[src/rtl/xcom_cmd_arbiter_if.sv]
// Command-port bundle for xcom_cmd_arbiter.
// Carries the PS and tProc enqueue ports, the flush pulse, the TX core command
// handshake, the done pulse and the status flags.
// slave  : the arbiter side (consumes requests, drives the TX command).
// master : the surrounding logic (drives requests, observes the TX command).
// XCOM_ARB_STATS_EN adds the stat_* counters to the bundle.
interface xcom_cmd_arbiter_if;
  logic        flush_i;
  logic        ps_req_i;
  logic [4:0]  ps_op_i;
  logic [31:0] ps_dt1_i;
  logic [31:0] ps_dt2_i;
  logic        ps_rdy_o;
  logic        qp_req_i;
  logic [4:0]  qp_op_i;
  logic [31:0] qp_dt1_i;
  logic [31:0] qp_dt2_i;
  logic        qp_rdy_o;
  logic        cmd_vld_o;
  logic        cmd_rdy_i;
  logic [4:0]  cmd_op_o;
  logic [31:0] cmd_dt1_o;
  logic [31:0] cmd_dt2_o;
  logic        cmd_src_o;
  logic        tx_done_i;
  logic        busy_o;
  logic        tmo_err_o;
  logic        ovf_err_o;
`ifdef XCOM_ARB_STATS_EN
  logic [15:0] stat_ps_o;
  logic [15:0] stat_qp_o;
  logic [7:0]  stat_tmo_o;
`endif

  modport slave (
`ifdef XCOM_ARB_STATS_EN
    output stat_ps_o, stat_qp_o, stat_tmo_o,
`endif
    input  flush_i,
    input  ps_req_i, ps_op_i, ps_dt1_i, ps_dt2_i,
    output ps_rdy_o,
    input  qp_req_i, qp_op_i, qp_dt1_i, qp_dt2_i,
    output qp_rdy_o,
    output cmd_vld_o, cmd_op_o, cmd_dt1_o, cmd_dt2_o, cmd_src_o,
    input  cmd_rdy_i,
    input  tx_done_i,
    output busy_o, tmo_err_o, ovf_err_o
  );

  modport master (
`ifdef XCOM_ARB_STATS_EN
    input  stat_ps_o, stat_qp_o, stat_tmo_o,
`endif
    output flush_i,
    output ps_req_i, ps_op_i, ps_dt1_i, ps_dt2_i,
    input  ps_rdy_o,
    output qp_req_i, qp_op_i, qp_dt1_i, qp_dt2_i,
    input  qp_rdy_o,
    input  cmd_vld_o, cmd_op_o, cmd_dt1_o, cmd_dt2_o, cmd_src_o,
    output cmd_rdy_i,
    output tx_done_i,
    input  busy_o, tmo_err_o, ovf_err_o
  );
endinterface

[src/rtl/xcom_cmd_arbiter.sv]
// xcom_cmd_arbiter: shares the XCOM TX command port between the PS register
// path (source 0) and the tProcessor qp path (source 1).
// Each source owns a 2**FIFO_AW deep command FIFO. An IDLE/ISSUE/WAIT machine
// pops one command, presents it to the TX core until cmd_rdy_i, then waits for
// tx_done_i or TMO_CYC cycles before choosing again.
// Ports:
//   c_clk, c_rst : command clock, synchronous active-high reset
//   bus (slave)  : flush_i, ps_*/qp_* enqueue ports with rdy_o = !full,
//                  cmd_* TX handshake, tx_done_i, busy_o, tmo_err_o, ovf_err_o
// Parameters: FIFO_AW (log2 FIFO depth), PRIO (0 round-robin, 1 tProc first),
//             TMO_CYC (WAIT timeout in cycles).
// Optional: define XCOM_ARB_STATS_EN for saturating grant/timeout counters
//           stat_ps_o, stat_qp_o, stat_tmo_o.
module xcom_cmd_arbiter #(
  parameter int unsigned FIFO_AW = 2,
  parameter int unsigned PRIO    = 0,
  parameter int unsigned TMO_CYC = 4096
) (
  input logic               c_clk,
  input logic               c_rst,
  xcom_cmd_arbiter_if.slave bus
);

  localparam int unsigned   DEPTH    = 1 << FIFO_AW;
  localparam int unsigned   TW       = (TMO_CYC > 2) ? $clog2(TMO_CYC) : 1;
  localparam logic [TW-1:0] TMO_LAST = TW'(TMO_CYC - 1);

  typedef struct packed {
    logic [4:0]  op;
    logic [31:0] dt1;
    logic [31:0] dt2;
  } cmd_t;

  typedef enum logic [1:0] {
    IDLE  = 2'd0,
    ISSUE = 2'd1,
    WAIT  = 2'd2
  } state_t;

  state_t state, state_next;

  // Index 0 = PS, index 1 = tProc; matches the cmd_src_o encoding.
  logic             req      [2];
  cmd_t             req_cmd  [2];
  cmd_t             mem      [2][DEPTH];
  logic [FIFO_AW:0] wr_ptr   [2];
  logic [FIFO_AW:0] rd_ptr   [2];
  logic             empty    [2];
  logic             full     [2];
  logic             push     [2];
  logic             pop      [2];
  logic             ovf_evt  [2];

  logic          do_pop;
  logic          pop_src;
  logic          hs;
  logic          tmo_evt;
  logic          rr_ptr;
  logic [TW-1:0] timer;
  cmd_t          head;
  cmd_t          cmd_q;
  logic          src_q;
  logic          vld_q;
  logic          tmo_q;
  logic          ovf_q;

  always_comb begin
    req[0]     = bus.ps_req_i;
    req[1]     = bus.qp_req_i;
    req_cmd[0] = {bus.ps_op_i, bus.ps_dt1_i, bus.ps_dt2_i};
    req_cmd[1] = {bus.qp_op_i, bus.qp_dt1_i, bus.qp_dt2_i};
  end

  // Extra pointer MSB distinguishes full from empty when the index bits match.
  always_comb begin
    for (int unsigned i = 0; i < 2; i++) begin
      empty[i] = (wr_ptr[i] == rd_ptr[i]);
      full[i]  = (wr_ptr[i][FIFO_AW] != rd_ptr[i][FIFO_AW]) &&
                 (wr_ptr[i][FIFO_AW-1:0] == rd_ptr[i][FIFO_AW-1:0]);
    end
  end

  always_comb begin
    state_next = state;
    do_pop     = 1'b0;
    pop_src    = 1'b0;
    hs         = 1'b0;
    tmo_evt    = 1'b0;
    case (state)
      IDLE: begin
        // A flush in IDLE wins over the pop so nothing stale is issued.
        if (!bus.flush_i && (!empty[0] || !empty[1])) begin
          do_pop = 1'b1;
          if (PRIO != 0)
            pop_src = !empty[1];
          else if (!empty[0] && !empty[1])
            pop_src = rr_ptr;
          else
            pop_src = !empty[1];
          state_next = ISSUE;
        end
      end
      ISSUE: begin
        if (bus.cmd_rdy_i) begin
          hs         = 1'b1;
          state_next = WAIT;
        end
      end
      WAIT: begin
        if (bus.tx_done_i) begin
          state_next = IDLE;
        end else if (timer == TMO_LAST) begin
          tmo_evt    = 1'b1;
          state_next = IDLE;
        end
      end
      default: state_next = IDLE;
    endcase
  end

  // A pop in the same cycle frees a slot, so a write to a full FIFO still lands.
  always_comb begin
    for (int unsigned i = 0; i < 2; i++) begin
      pop[i]     = do_pop && (pop_src == 1'(i));
      push[i]    = req[i] && !bus.flush_i && (!full[i] || pop[i]);
      ovf_evt[i] = req[i] && !bus.flush_i && full[i] && !pop[i];
    end
  end

  assign head = mem[pop_src][rd_ptr[pop_src][FIFO_AW-1:0]];

  always_ff @(posedge c_clk) begin
    for (int unsigned i = 0; i < 2; i++) begin
      if (push[i])
        mem[i][wr_ptr[i][FIFO_AW-1:0]] <= req_cmd[i];
    end
  end

  always_ff @(posedge c_clk) begin
    if (c_rst) begin
      state  <= IDLE;
      rr_ptr <= 1'b0;
      timer  <= '0;
      cmd_q  <= '0;
      src_q  <= 1'b0;
      vld_q  <= 1'b0;
      tmo_q  <= 1'b0;
      ovf_q  <= 1'b0;
      for (int unsigned i = 0; i < 2; i++) begin
        wr_ptr[i] <= '0;
        rd_ptr[i] <= '0;
      end
    end else begin
      state <= state_next;

      if (do_pop) begin
        cmd_q  <= head;
        src_q  <= pop_src;
        vld_q  <= 1'b1;
        rr_ptr <= !pop_src;
      end

      if (hs) begin
        vld_q <= 1'b0;
        timer <= '0;
      end else if (state == WAIT) begin
        timer <= timer + 1'b1;
      end

      for (int unsigned i = 0; i < 2; i++) begin
        if (bus.flush_i) begin
          wr_ptr[i] <= '0;
          rd_ptr[i] <= '0;
        end else begin
          if (push[i])
            wr_ptr[i] <= wr_ptr[i] + 1'b1;
          if (pop[i])
            rd_ptr[i] <= rd_ptr[i] + 1'b1;
        end
      end

      if (bus.flush_i)
        tmo_q <= 1'b0;
      else if (tmo_evt)
        tmo_q <= 1'b1;

      if (bus.flush_i)
        ovf_q <= 1'b0;
      else if (ovf_evt[0] || ovf_evt[1])
        ovf_q <= 1'b1;
    end
  end

  assign bus.cmd_vld_o = vld_q;
  assign bus.cmd_op_o  = cmd_q.op;
  assign bus.cmd_dt1_o = cmd_q.dt1;
  assign bus.cmd_dt2_o = cmd_q.dt2;
  assign bus.cmd_src_o = src_q;
  assign bus.ps_rdy_o  = !full[0];
  assign bus.qp_rdy_o  = !full[1];
  assign bus.busy_o    = (state != IDLE) || !empty[0] || !empty[1];
  assign bus.tmo_err_o = tmo_q;
  assign bus.ovf_err_o = ovf_q;

`ifdef XCOM_ARB_STATS_EN
  logic [15:0] stat_ps;
  logic [15:0] stat_qp;
  logic [7:0]  stat_tmo;

  always_ff @(posedge c_clk) begin
    if (c_rst || bus.flush_i) begin
      stat_ps  <= '0;
      stat_qp  <= '0;
      stat_tmo <= '0;
    end else begin
      if (pop[0] && (stat_ps != '1))
        stat_ps <= stat_ps + 1'b1;
      if (pop[1] && (stat_qp != '1))
        stat_qp <= stat_qp + 1'b1;
      if (tmo_evt && (stat_tmo != '1))
        stat_tmo <= stat_tmo + 1'b1;
    end
  end

  assign bus.stat_ps_o  = stat_ps;
  assign bus.stat_qp_o  = stat_qp;
  assign bus.stat_tmo_o = stat_tmo;
`endif

endmodule

[src/flat_wrapper.sv]
// flat-port wrapper written by rule: the top's interface ports become plain ports
module xcom_cmd_arbiter_flat 
#(
  parameter int unsigned FIFO_AW = 2,
  parameter int unsigned PRIO    = 0,
  parameter int unsigned TMO_CYC = 4096
)
  (c_clk, c_rst, bus_flush_i, bus_ps_req_i, bus_ps_op_i, bus_ps_dt1_i, bus_ps_dt2_i, bus_ps_rdy_o, bus_qp_req_i, bus_qp_op_i, bus_qp_dt1_i, bus_qp_dt2_i, bus_qp_rdy_o, bus_cmd_vld_o, bus_cmd_op_o, bus_cmd_dt1_o, bus_cmd_dt2_o, bus_cmd_src_o, bus_cmd_rdy_i, bus_tx_done_i, bus_busy_o, bus_tmo_err_o, bus_ovf_err_o);
  xcom_cmd_arbiter_if bus_i ();
  input logic c_clk;
  input logic c_rst;
  input wire logic [$bits(bus_i.flush_i)-1:0] bus_flush_i;
  input wire logic [$bits(bus_i.ps_req_i)-1:0] bus_ps_req_i;
  input wire logic [$bits(bus_i.ps_op_i)-1:0] bus_ps_op_i;
  input wire logic [$bits(bus_i.ps_dt1_i)-1:0] bus_ps_dt1_i;
  input wire logic [$bits(bus_i.ps_dt2_i)-1:0] bus_ps_dt2_i;
  output wire logic [$bits(bus_i.ps_rdy_o)-1:0] bus_ps_rdy_o;
  input wire logic [$bits(bus_i.qp_req_i)-1:0] bus_qp_req_i;
  input wire logic [$bits(bus_i.qp_op_i)-1:0] bus_qp_op_i;
  input wire logic [$bits(bus_i.qp_dt1_i)-1:0] bus_qp_dt1_i;
  input wire logic [$bits(bus_i.qp_dt2_i)-1:0] bus_qp_dt2_i;
  output wire logic [$bits(bus_i.qp_rdy_o)-1:0] bus_qp_rdy_o;
  output wire logic [$bits(bus_i.cmd_vld_o)-1:0] bus_cmd_vld_o;
  output wire logic [$bits(bus_i.cmd_op_o)-1:0] bus_cmd_op_o;
  output wire logic [$bits(bus_i.cmd_dt1_o)-1:0] bus_cmd_dt1_o;
  output wire logic [$bits(bus_i.cmd_dt2_o)-1:0] bus_cmd_dt2_o;
  output wire logic [$bits(bus_i.cmd_src_o)-1:0] bus_cmd_src_o;
  input wire logic [$bits(bus_i.cmd_rdy_i)-1:0] bus_cmd_rdy_i;
  input wire logic [$bits(bus_i.tx_done_i)-1:0] bus_tx_done_i;
  output wire logic [$bits(bus_i.busy_o)-1:0] bus_busy_o;
  output wire logic [$bits(bus_i.tmo_err_o)-1:0] bus_tmo_err_o;
  output wire logic [$bits(bus_i.ovf_err_o)-1:0] bus_ovf_err_o;
  assign bus_i.flush_i = bus_flush_i;
  assign bus_i.ps_req_i = bus_ps_req_i;
  assign bus_i.ps_op_i = bus_ps_op_i;
  assign bus_i.ps_dt1_i = bus_ps_dt1_i;
  assign bus_i.ps_dt2_i = bus_ps_dt2_i;
  assign bus_ps_rdy_o = bus_i.ps_rdy_o;
  assign bus_i.qp_req_i = bus_qp_req_i;
  assign bus_i.qp_op_i = bus_qp_op_i;
  assign bus_i.qp_dt1_i = bus_qp_dt1_i;
  assign bus_i.qp_dt2_i = bus_qp_dt2_i;
  assign bus_qp_rdy_o = bus_i.qp_rdy_o;
  assign bus_cmd_vld_o = bus_i.cmd_vld_o;
  assign bus_cmd_op_o = bus_i.cmd_op_o;
  assign bus_cmd_dt1_o = bus_i.cmd_dt1_o;
  assign bus_cmd_dt2_o = bus_i.cmd_dt2_o;
  assign bus_cmd_src_o = bus_i.cmd_src_o;
  assign bus_i.cmd_rdy_i = bus_cmd_rdy_i;
  assign bus_i.tx_done_i = bus_tx_done_i;
  assign bus_busy_o = bus_i.busy_o;
  assign bus_tmo_err_o = bus_i.tmo_err_o;
  assign bus_ovf_err_o = bus_i.ovf_err_o;
  xcom_cmd_arbiter #(.FIFO_AW(FIFO_AW), .PRIO(PRIO), .TMO_CYC(TMO_CYC)) u_core (.c_clk(c_clk), .c_rst(c_rst), .bus(bus_i));
endmodule
[config.mk]
export PLATFORM = sky130hd
export DESIGN_NAME = xcom_cmd_arbiter_flat
export DESIGN_NICKNAME = d
export VERILOG_FILES = /design/src/rtl/xcom_cmd_arbiter_if.sv /design/src/rtl/xcom_cmd_arbiter.sv /design/src/flat_wrapper.sv
export SDC_FILE = /design/constraint.sdc
export NUM_CORES = 1
export LEC_CHECK = 0
export CORE_MARGIN = 5
export CORE_UTILIZATION = 35
export CTS_BUF_LIST = sky130_fd_sc_hd__clkbuf_8
export DETAILED_ROUTE_END_ITERATION = 16
export PLACE_DENSITY = 0.55
export SLEW_MARGIN = 10
export SYNTH_ARGS = -nofsm -noshare
export SYNTH_HDL_FRONTEND = slang
export SYNTH_SLANG_ARGS = --single-unit
[constraint.sdc]
create_clock -name c_clk -period 5.6 [get_ports c_clk]
set_clock_uncertainty 0.1 [all_clocks]
set_input_delay 1.12 -clock c_clk [delete_from_list [all_inputs] [get_ports c_clk]]
set_output_delay 1.12 -clock c_clk [all_outputs]
set_load 0.02 [all_outputs]
After elaboration in Yosys (flattened, before gate mapping). Memories as Yosys holds them, arrays and structs flattened. Cells that the tools add are included.

Add/subtract/negate cells: 5. Multiply operators: 0. Div/mod/pow operators: 0. Magnitude comparators: 5. Equal/unequal tests: 12. Shift operators: 0. Mux-type cells: 53. Bitwise logic cells: 12. Reductions and logical operators: 35.

Operator list (count): 276-bit 2-to-1 mux (2); 69-bit demux with 2-bit select (2); 69-bit 2-to-1 mux (4); 69-bit binary-select mux with 2-bit select (1); 1-bit 2-to-1 mux (31); 3-bit 2-to-1 mux (8); 1-bit logical AND (16); 12-bit by 1-bit adder with 12-bit output, second input constant (1); 3-bit by 1-bit adder with 3-bit output, second input constant (4); 12-bit equality test, second input constant (1); 3-bit >= comparator, second input constant (3); 2-bit NOT with 3-bit output (3); 1-bit logical NOT (8); 2-bit 2-to-1 mux (4); 1-bit bitwise OR (8); 3-bit equality test (2); 1-bit logical OR (6); 3-bit by 1-bit less-than comparator with 1-bit output, second input constant (2); 2-bit one-hot mux with 3 select lines (1); 2-bit equality test (2); 2-bit OR reduction (2); 3-bit by 2-bit inequality test with 1-bit output, second input constant (1); 3-bit AND reduction (1); 2-bit by 1-bit equality test with 1-bit output, second input constant (1); 7 further kinds (8).

Register bits: 88. Latch bits: 0. Memory bits (writable): 564. Bits in read-only memories: 0. Input bits: 145. Output and inout bits: 76. Word-level logic and storage cells: 135. Memories kept: 3.

Memories: u_core.mem (depth 2, bits a word 276, read ports 1, clocked after Yosys merged registers in 0, write ports 2, RTL line xcom_cmd_arbiter.sv:45) `cmd_t mem [2][DEPTH];`; u_core.rd_ptr (depth 2, bits a word 3, read ports 3, clocked after Yosys merged registers in 0, write ports 2, RTL line xcom_cmd_arbiter.sv:47) `logic [FIFO_AW:0] rd_ptr [2];`; u_core.wr_ptr (depth 2, bits a word 3, read ports 2, clocked after Yosys merged registers in 0, write ports 2, RTL line xcom_cmd_arbiter.sv:46) `logic [FIFO_AW:0] wr_ptr [2];`.

Depth between registers and ports, before layout.
Depth in word-level cells: 15. Mapped depth: 9.

Least setup slack after synthesis. No wires, ideal clock.

Path kind: input -> register. Start: input port bus_flush_i. End: memory u_core.mem[1][0] (netlist bit), enable pin. Arrival: 3.816 ns. Path slack: 1.249 ns. Cell stages on the path: 6. Path buffers: 2. Path through: clkbuf_1 nor3_2 nand3_2 buf_4 a21oi_1 and2_1.

RTL lines: start: declaration (RTL line flat_wrapper.sv:12) `input wire logic [$bits(bus_i.flush_i)-1:0] bus_flush_i;`; end: declaration (RTL line xcom_cmd_arbiter.sv:45).

==> out/summary.log <==
[final_layout] post-route standard cell area excluding fillers 0.02999 mm^2
[synth] cell count after synthesis 1136
[clock_tree] CTS tree built
[setup_path] category of the critical setup timing path reg2out
[sta] Worst Setup Slack, final 1.307 ns
[clock_tree] number of hold buffers added after CTS 0
[power] overall power after layout 11.09 mW
[power] Leakage 10.01 nW
[synth] main area contributors after synthesis sky130_fd_sc_hd__edfxtp_1 (69%), sky130_fd_sc_hd__mux4_2 (12%), sky130_fd_sc_hd__dfxtp_1 (7.2%)
[clock_tree] Skew-Pair Late Insertion Delay 0.72 ns
[setup_path] Reg-to-Reg End u_core.bus.cmd_dt2_o[9]
[setup_path] biggest fanout along the worst timing path 27
[route] drc violations 0
[place] Buffers on Ports 220
[floorplan] standard cell core area 0.06979 mm^2
[setup_path] critical path capture point type output port
[sta] clock period minus final worst setup slack 4.293 ns
[sta] final total negative setup slack 0 ns
[synth] total of warnings raised by yosys 0
[synth] synth cell count leaders sky130_fd_sc_hd__edfxtp_1 (564), sky130_fd_sc_hd__mux4_2 (136), sky130_fd_sc_hd__dfxtp_1 (88), sky130_fd_sc_hd__mux2i_1 (72), sky130_fd_sc_hd__o2bb2ai_1 (48)
[setup_path] signal arrival time at the worst endpoint 3.07 ns
[clock_tree] CTS Buffer Depth 3
[route] wire length after detailed routing 59040 um
[synth] number of distinct library cells after synthesis 46
[setup_path] startpoint types flip-flop
[final_layout] fin nets 1590
[clock_tree] post-CTS setup buffer count 0
[route] drt initial violations 747
[clock_tree] CTS clock-pin slew for the worst setup and hold paths 0.05 ns
[final_layout] fraction of final layout cells with drive strength greater than 1 23.12%
[synth] leading area contributor after synthesis sky130_fd_sc_hd__edfxtp_1
[global_routing] Tot GR Track Use 15.51%
[place] Final HPWL DP 36440 um
[final_layout] area taken by multi-input logic gates 0.005522 mm^2
[synth] proportion of synthesized chip area in sequential cells 76.25%
[sta] smallest hold slack 0.3600 ns
[place] area after detailed placement 0.02785 mm^2
[setup_path] reg-to-reg critical path startpoint u_core.rd_ptr[0][0]
[synth] number of enable flip-flop cells after synthesis 564
[global_routing] largest net degree at the start of global routing 62
[final_layout] layout filler cell count 6074
[sta] number of endpoints with negative hold slack in the final report 0
[floorplan] overall die width 274.7 um
[floorplan] count of standard-cell rows 97
[synth] most used flip-flop cell after synthesis sky130_fd_sc_hd__edfxtp_1
[sta] Slew Viols, Final 0
[global_routing] number of global-route vias before repair 12760
[final_layout] register cell area after layout 0.01870 mm^2
[clock_tree] quantity of gates resized following cts 0
[floorplan] IO Pins 221
[power] worst ir drop on vdd 0.1939 mV
[sta] pin slew with the least headroom to its limit 1.142 ns
[route] remaining number of nets flagged by the antenna check after routing 0
[floorplan] DIE AREA 0.07545 mm^2
[floorplan] Die Height 274.7 um
[route] first drt pass iteration count 4
[floorplan] starting utilization of the core area 35.14%
[route] via count of the routed design 12130
[setup_path] setup slack, reg-to-reg 2.30 ns
[clock_tree] CTS Buf Count 107
[hold_path] start point of the worst min-delay path u_core.bus.cmd_dt2_o[0]
[sta] final cycle utilization of the critical path 76.66%
[global_routing] initial antenna violation count 13
[synth] post-synthesis instance area 0.02452 mm^2
[synth] most instantiated library cell after synthesis sky130_fd_sc_hd__edfxtp_1
[setup_path] worst setup path endpoint bus_busy_o
[clock_tree] H-Tree Level Count 3
[final_layout] layout overhead on the synthesized area 22.30%
[synth] syn nets 1292
[synth] mean cell area of the mapped netlist 21.59 um^2
[route] Vias per Instance 4.911
[sta] count of endpoints failing setup in the final report 0
[setup_path] timing startpoint of the critical path u_core.rd_ptr[0][0]
[global_routing] wire length of the first global-routing pass 85840 um
[sta] Peak Freq 232.9 MHz
[global_routing] overflow left after global routing 0
[hold_path] class of the tightest hold or removal check reg2reg
[clock_tree] CTS Sinks 652
[synth] proportion of synthesized flip-flops having asynchronous set or reset 0%
[place] Final Wtd Congestion 0.7340
[sta] setup repair after global routing missed its margin false
[setup_path] required time at the endpoint of the critical path 4.38 ns
[place] worst setup slack before clock tree synthesis 1.356 ns
[route] WL per Instance 23.90 um
[power] power per unit of standard cell area 369.7 mW/mm^2
[setup_path] r2r worst-path depth 8
[sta] worst slew slack as a fraction of its limit 23.84%
[status] status complete, no violations
[synth] Synth Register Bits 652
[synth] top-area cell type share of the netlist area 69.07%
[flow_run] number of maximum-capacitance constraint violations 0
[clock_tree] buffer cell driving the clock tree root sky130_fd_sc_hd__clkbuf_8
[registers in the layout (all words and copies together) (netlist names)]
register and flops:
u_core.mem 552, u_core.state 2, u_core.bus.ovf_err_o 1, u_core.bus.cmd_dt1_o 32, u_core.bus.cmd_op_o 5, u_core.bus.cmd_src_o 1
u_core.rd_ptr 6, u_core.timer 12, u_core.rr_ptr 1, u_core.wr_ptr 6, u_core.bus.cmd_vld_o 1, u_core.bus.cmd_dt2_o 32
u_core.bus.tmo_err_o 1
[cell type report]
type,count,share of cell area (%)
Inverter,7,0.08762
Tap cell,940,3.922
Clock buffer,120,5.507
Clock inverter,82,1.585
Sequential cell,652,62.35
Multi-Input combinational cell,417,18.41
Antenna cell,3,0.02503
Timing Repair Buffer,249,8.111
[worst min-delay path by stage]
stage	endpoint	cells past startpoint
global placement	u_core.bus.cmd_dt2_o[30]	1
finish	u_core.bus.cmd_dt2_o[0]	1
detailed placement	u_core.bus.cmd_dt2_o[22]	1
floorplan	u_core.timer[9]	2
global route	u_core.bus.cmd_dt2_o[0]	1
CTS	u_core.bus.cmd_dt2_o[0]	1
[critical path, cell delays in order, from the launching register on]
cell,delay (ns)
sky130_fd_sc_hd__edfxtp_1,0.32
sky130_fd_sc_hd__buf_4,0.46
sky130_fd_sc_hd__xnor2_2,0.21
sky130_fd_sc_hd__nand3_1,0.11
sky130_fd_sc_hd__or2_1,0.36
sky130_fd_sc_hd__or3_1,0.36
sky130_fd_sc_hd__clkdlybuf4s50_1,0.55
[kinds of logic (layout without fill, tap and decap cells)]
kind of cell	Yosys count	in the layout	share of synthesized area, %
flops	652	652	76.25
fa+ha+maj	11	11	0.5613
buf+inv	67	458	1.362
xor+xnor	20	20	0.8368
simple gates	88	88	1.959
mux	210	210	15.52
compound gates	88	88	3.506
other cells	0	3	0
[layout by cell type (no fill, tap or decap), drive strengths merged, types with 29 or more instances in the layout]
master / instances
clkbuf: 120
edfxtp: 564
o2bb2ai: 68
clkdlybuf4s50: 220
mux4: 136
inv: 50
dfxtp: 88
buf: 29
mux2i: 72
clkinv: 34
[through the flow]
step,instances,util (%)
global placement,2265,39.91
CTS,2467,42.96
floorplan,1136,-
finish,2470,42.97
detailed placement,2265,39.91
global route,2467,42.96
[routing by layer]
layer,GRT usage (%),up-vias,part of all wire (%)
met5,0,-,0.21
met1,21.58,6352,45
li1,-,5341,-
met3,4.369,91,6.2
met4,4.261,20,1.6
met2,24.15,326,47
[where the power goes]
part | leakage, nW | switching, mW | internal (mW)
clock | 1.24 | 1.92 | 2.13
combinational | 2.91 | 0.771 | 0.674
sequential | 5.86 | 0.102 | 5.50
total | 10.0 | 2.79 | 8.30
Note: power is estimated with default switching activity, not from simulation.
==> RTL edit: new RTL, same flow settings <==
`FIFO_AW` is set to 2 in 2 places; all go to 3. Comments in the files are not updated.
--- a/src/rtl/xcom_cmd_arbiter.sv
+++ b/src/rtl/xcom_cmd_arbiter.sv
@@ -12,7 +12,7 @@
 // Optional: define XCOM_ARB_STATS_EN for saturating grant/timeout counters
 //           stat_ps_o, stat_qp_o, stat_tmo_o.
 module xcom_cmd_arbiter #(
-  parameter int unsigned FIFO_AW = 2,
+  parameter int unsigned FIFO_AW = 3,
   parameter int unsigned PRIO    = 0,
   parameter int unsigned TMO_CYC = 4096
 ) (
--- a/src/flat_wrapper.sv
+++ b/src/flat_wrapper.sv
@@ -1,7 +1,7 @@
 // flat-port wrapper written by rule: the top's interface ports become plain ports
 module xcom_cmd_arbiter_flat 
 #(
-  parameter int unsigned FIFO_AW = 2,
+  parameter int unsigned FIFO_AW = 3,
   parameter int unsigned PRIO    = 0,
   parameter int unsigned TMO_CYC = 4096
 )
Check against the original RTL: same outputs for any inputs over 4 cycles, from zero or initial values and one cycle with c_rst high; that may be too few to reach the edited logic, so the function may still have changed.
==> RTL edit against the unedited design <==
- first-iteration DRC count grew to 2.5 times the old value
- setup slack worse by 390 ps
- area after synthesis increased by 88%
- total power rose by 81%
- wire length grew 110%
- register-to-register slack got worse by 640 ps
- core utilization decreased by 1.3 points
- sequential cell count rose by 556
- design area increased by 82%
==> RTL edit: results (changes against the unedited design) <==
Parameter                              Value

Cells and area
  Fraction of final layout cells sized beyond drive strength 1 ... 24.7% (was 23.1%)
  Fraction of standard cell area in multi-input logic ... 18.7% (was 18.4%)
  Flip-flop count of the largest register after layout ... 1,104 (was 552)
  Number of combinational gates with multiple inputs ... 826 (was 417)
  Clock buffer count ... 204 (was 120)

GRT
  Met2 track demand over resource ... 28.5% (was 24.1%)
  Gr usage total ... 17.3% (was 15.5%)
  Initial antenna violation count ... 12 (was 13)
  M3 GR Usage ... 4.07% (was 4.37%)

Min path
  Min-Delay Path Depth ... 2 (was 1)
  Critical hold path startpoint ... u_core.bus.cmd_vld_o (was u_core.bus.cmd_dt2_o[0])
  Destination of the worst hold path ... u_core.bus.cmd_vld_o (was u_core.bus.cmd_dt2_o[0])

Route
  Vias per Instance ... 5.29 (was 4.91)
  Detailed-routed wire length on met2 ... 59,900 um (was 27,600 um)
  Post-route met1 wirelength ... 51,800 um (was 26,700 um)
  First drt pass iteration count ... 5 (was 4)
  Routed wire per std cell ... 27.6 um (was 23.9 um)

Logic synthesis
  Dominant cells by area after synthesis ... edfxtp_1 (73%), mux4_2 (12%), dfxtp_1 (3.8%) (was edfxtp_1 (69%), mux4_2 (12%), dfxtp_1 (7.2%))
  Synth cell count leaders ... edfxtp_1 (1,120), mux4_2 (247), dfxtp_1 (88), clkbuf_1 (77), mux2_2 (69) (was edfxtp_1 (564), mux4_2 (136), dfxtp_1 (88), mux2i_1 (72), o2bb2ai_1 (48))
  Total nets after synthesis ... 2,339 (was 1,292)
  Average size of a mapped cell ... 21.1 um^2 (was 21.6 um^2)

Worst setup path
  Depth of the most critical reg-to-reg path ... 6 (was 8)
  R2R Path End ... u_core.bus.cmd_dt2_o[2] (was u_core.bus.cmd_dt2_o[9])
  Critical path's top delay family ... flip-flops (was buffers and inverters)
  Setup slack of the worst register-to-register path ... 1660 ps (was 2300 ps)
  Endpoint arrival time on the critical path ... 3460 ps (was 3070 ps)

STA
  Fin crit share ... 83.7% (was 76.7%)
  WHS ... 350 ps (was 360 ps)
  Worst-margin pin slew ... 1260 ps (was 1140 ps)

Pwr
  Clock network fraction of total power ... 36.9% (was 36.5%)
  Static leakage ... 17.0 nW (was 10.0 nW)
  Combinational gate power ... 2.41 mW (was 1.45 mW)
  Internal power summed over all cells ... 15.1 mW (was 8.30 mW)

Placed design
  Worst slack at placement ... 971 ps (was 1360 ps)

Clock network
  Clock latency on the worst-skew pair ... 870 ps (was 720 ps)
  Number of clock sinks seen by CTS ... 1,208 (was 652)

Run status
  Run status ... finished, final reports clean (unchanged)
[RTL edit: cell types whose count changed in the layout (fill, tap and decap cells not counted), moves of 32 or more]
cell	change
a21oi_1	+32
mux4_2	+111
inv_1	+39
a221o_1	+61
mux2_2	+67
nand3_1	+39
clkbuf_8	+84
o2bb2ai_1	-35
o211ai_1	+32
edfxtp_1	+556
[RTL edit: cell families (layout without fill, tap and decap cells)]
group | after synthesis | count (layout) | share of synthesized area [%]
flip-flops | 1208 | 1208 | 76.8
buffers and inverters | 155 | 643 | 1.48
other | 0 | 7 | 0
adder cells (fa/ha/maj) | 5 | 5 | 0.136
AND/OR/NAND/NOR | 176 | 176 | 1.98
multiplexers | 366 | 366 | 14.8
XOR/XNOR | 28 | 28 | 0.532
AO/OA/AOI/OAI | 251 | 251 | 4.25
[RTL edit: tightest hold or removal path, cell delays in order, from the launching register on]
cell and delay, ps:
dfxtp_1 310, inv_1 50, a21oi_1 50
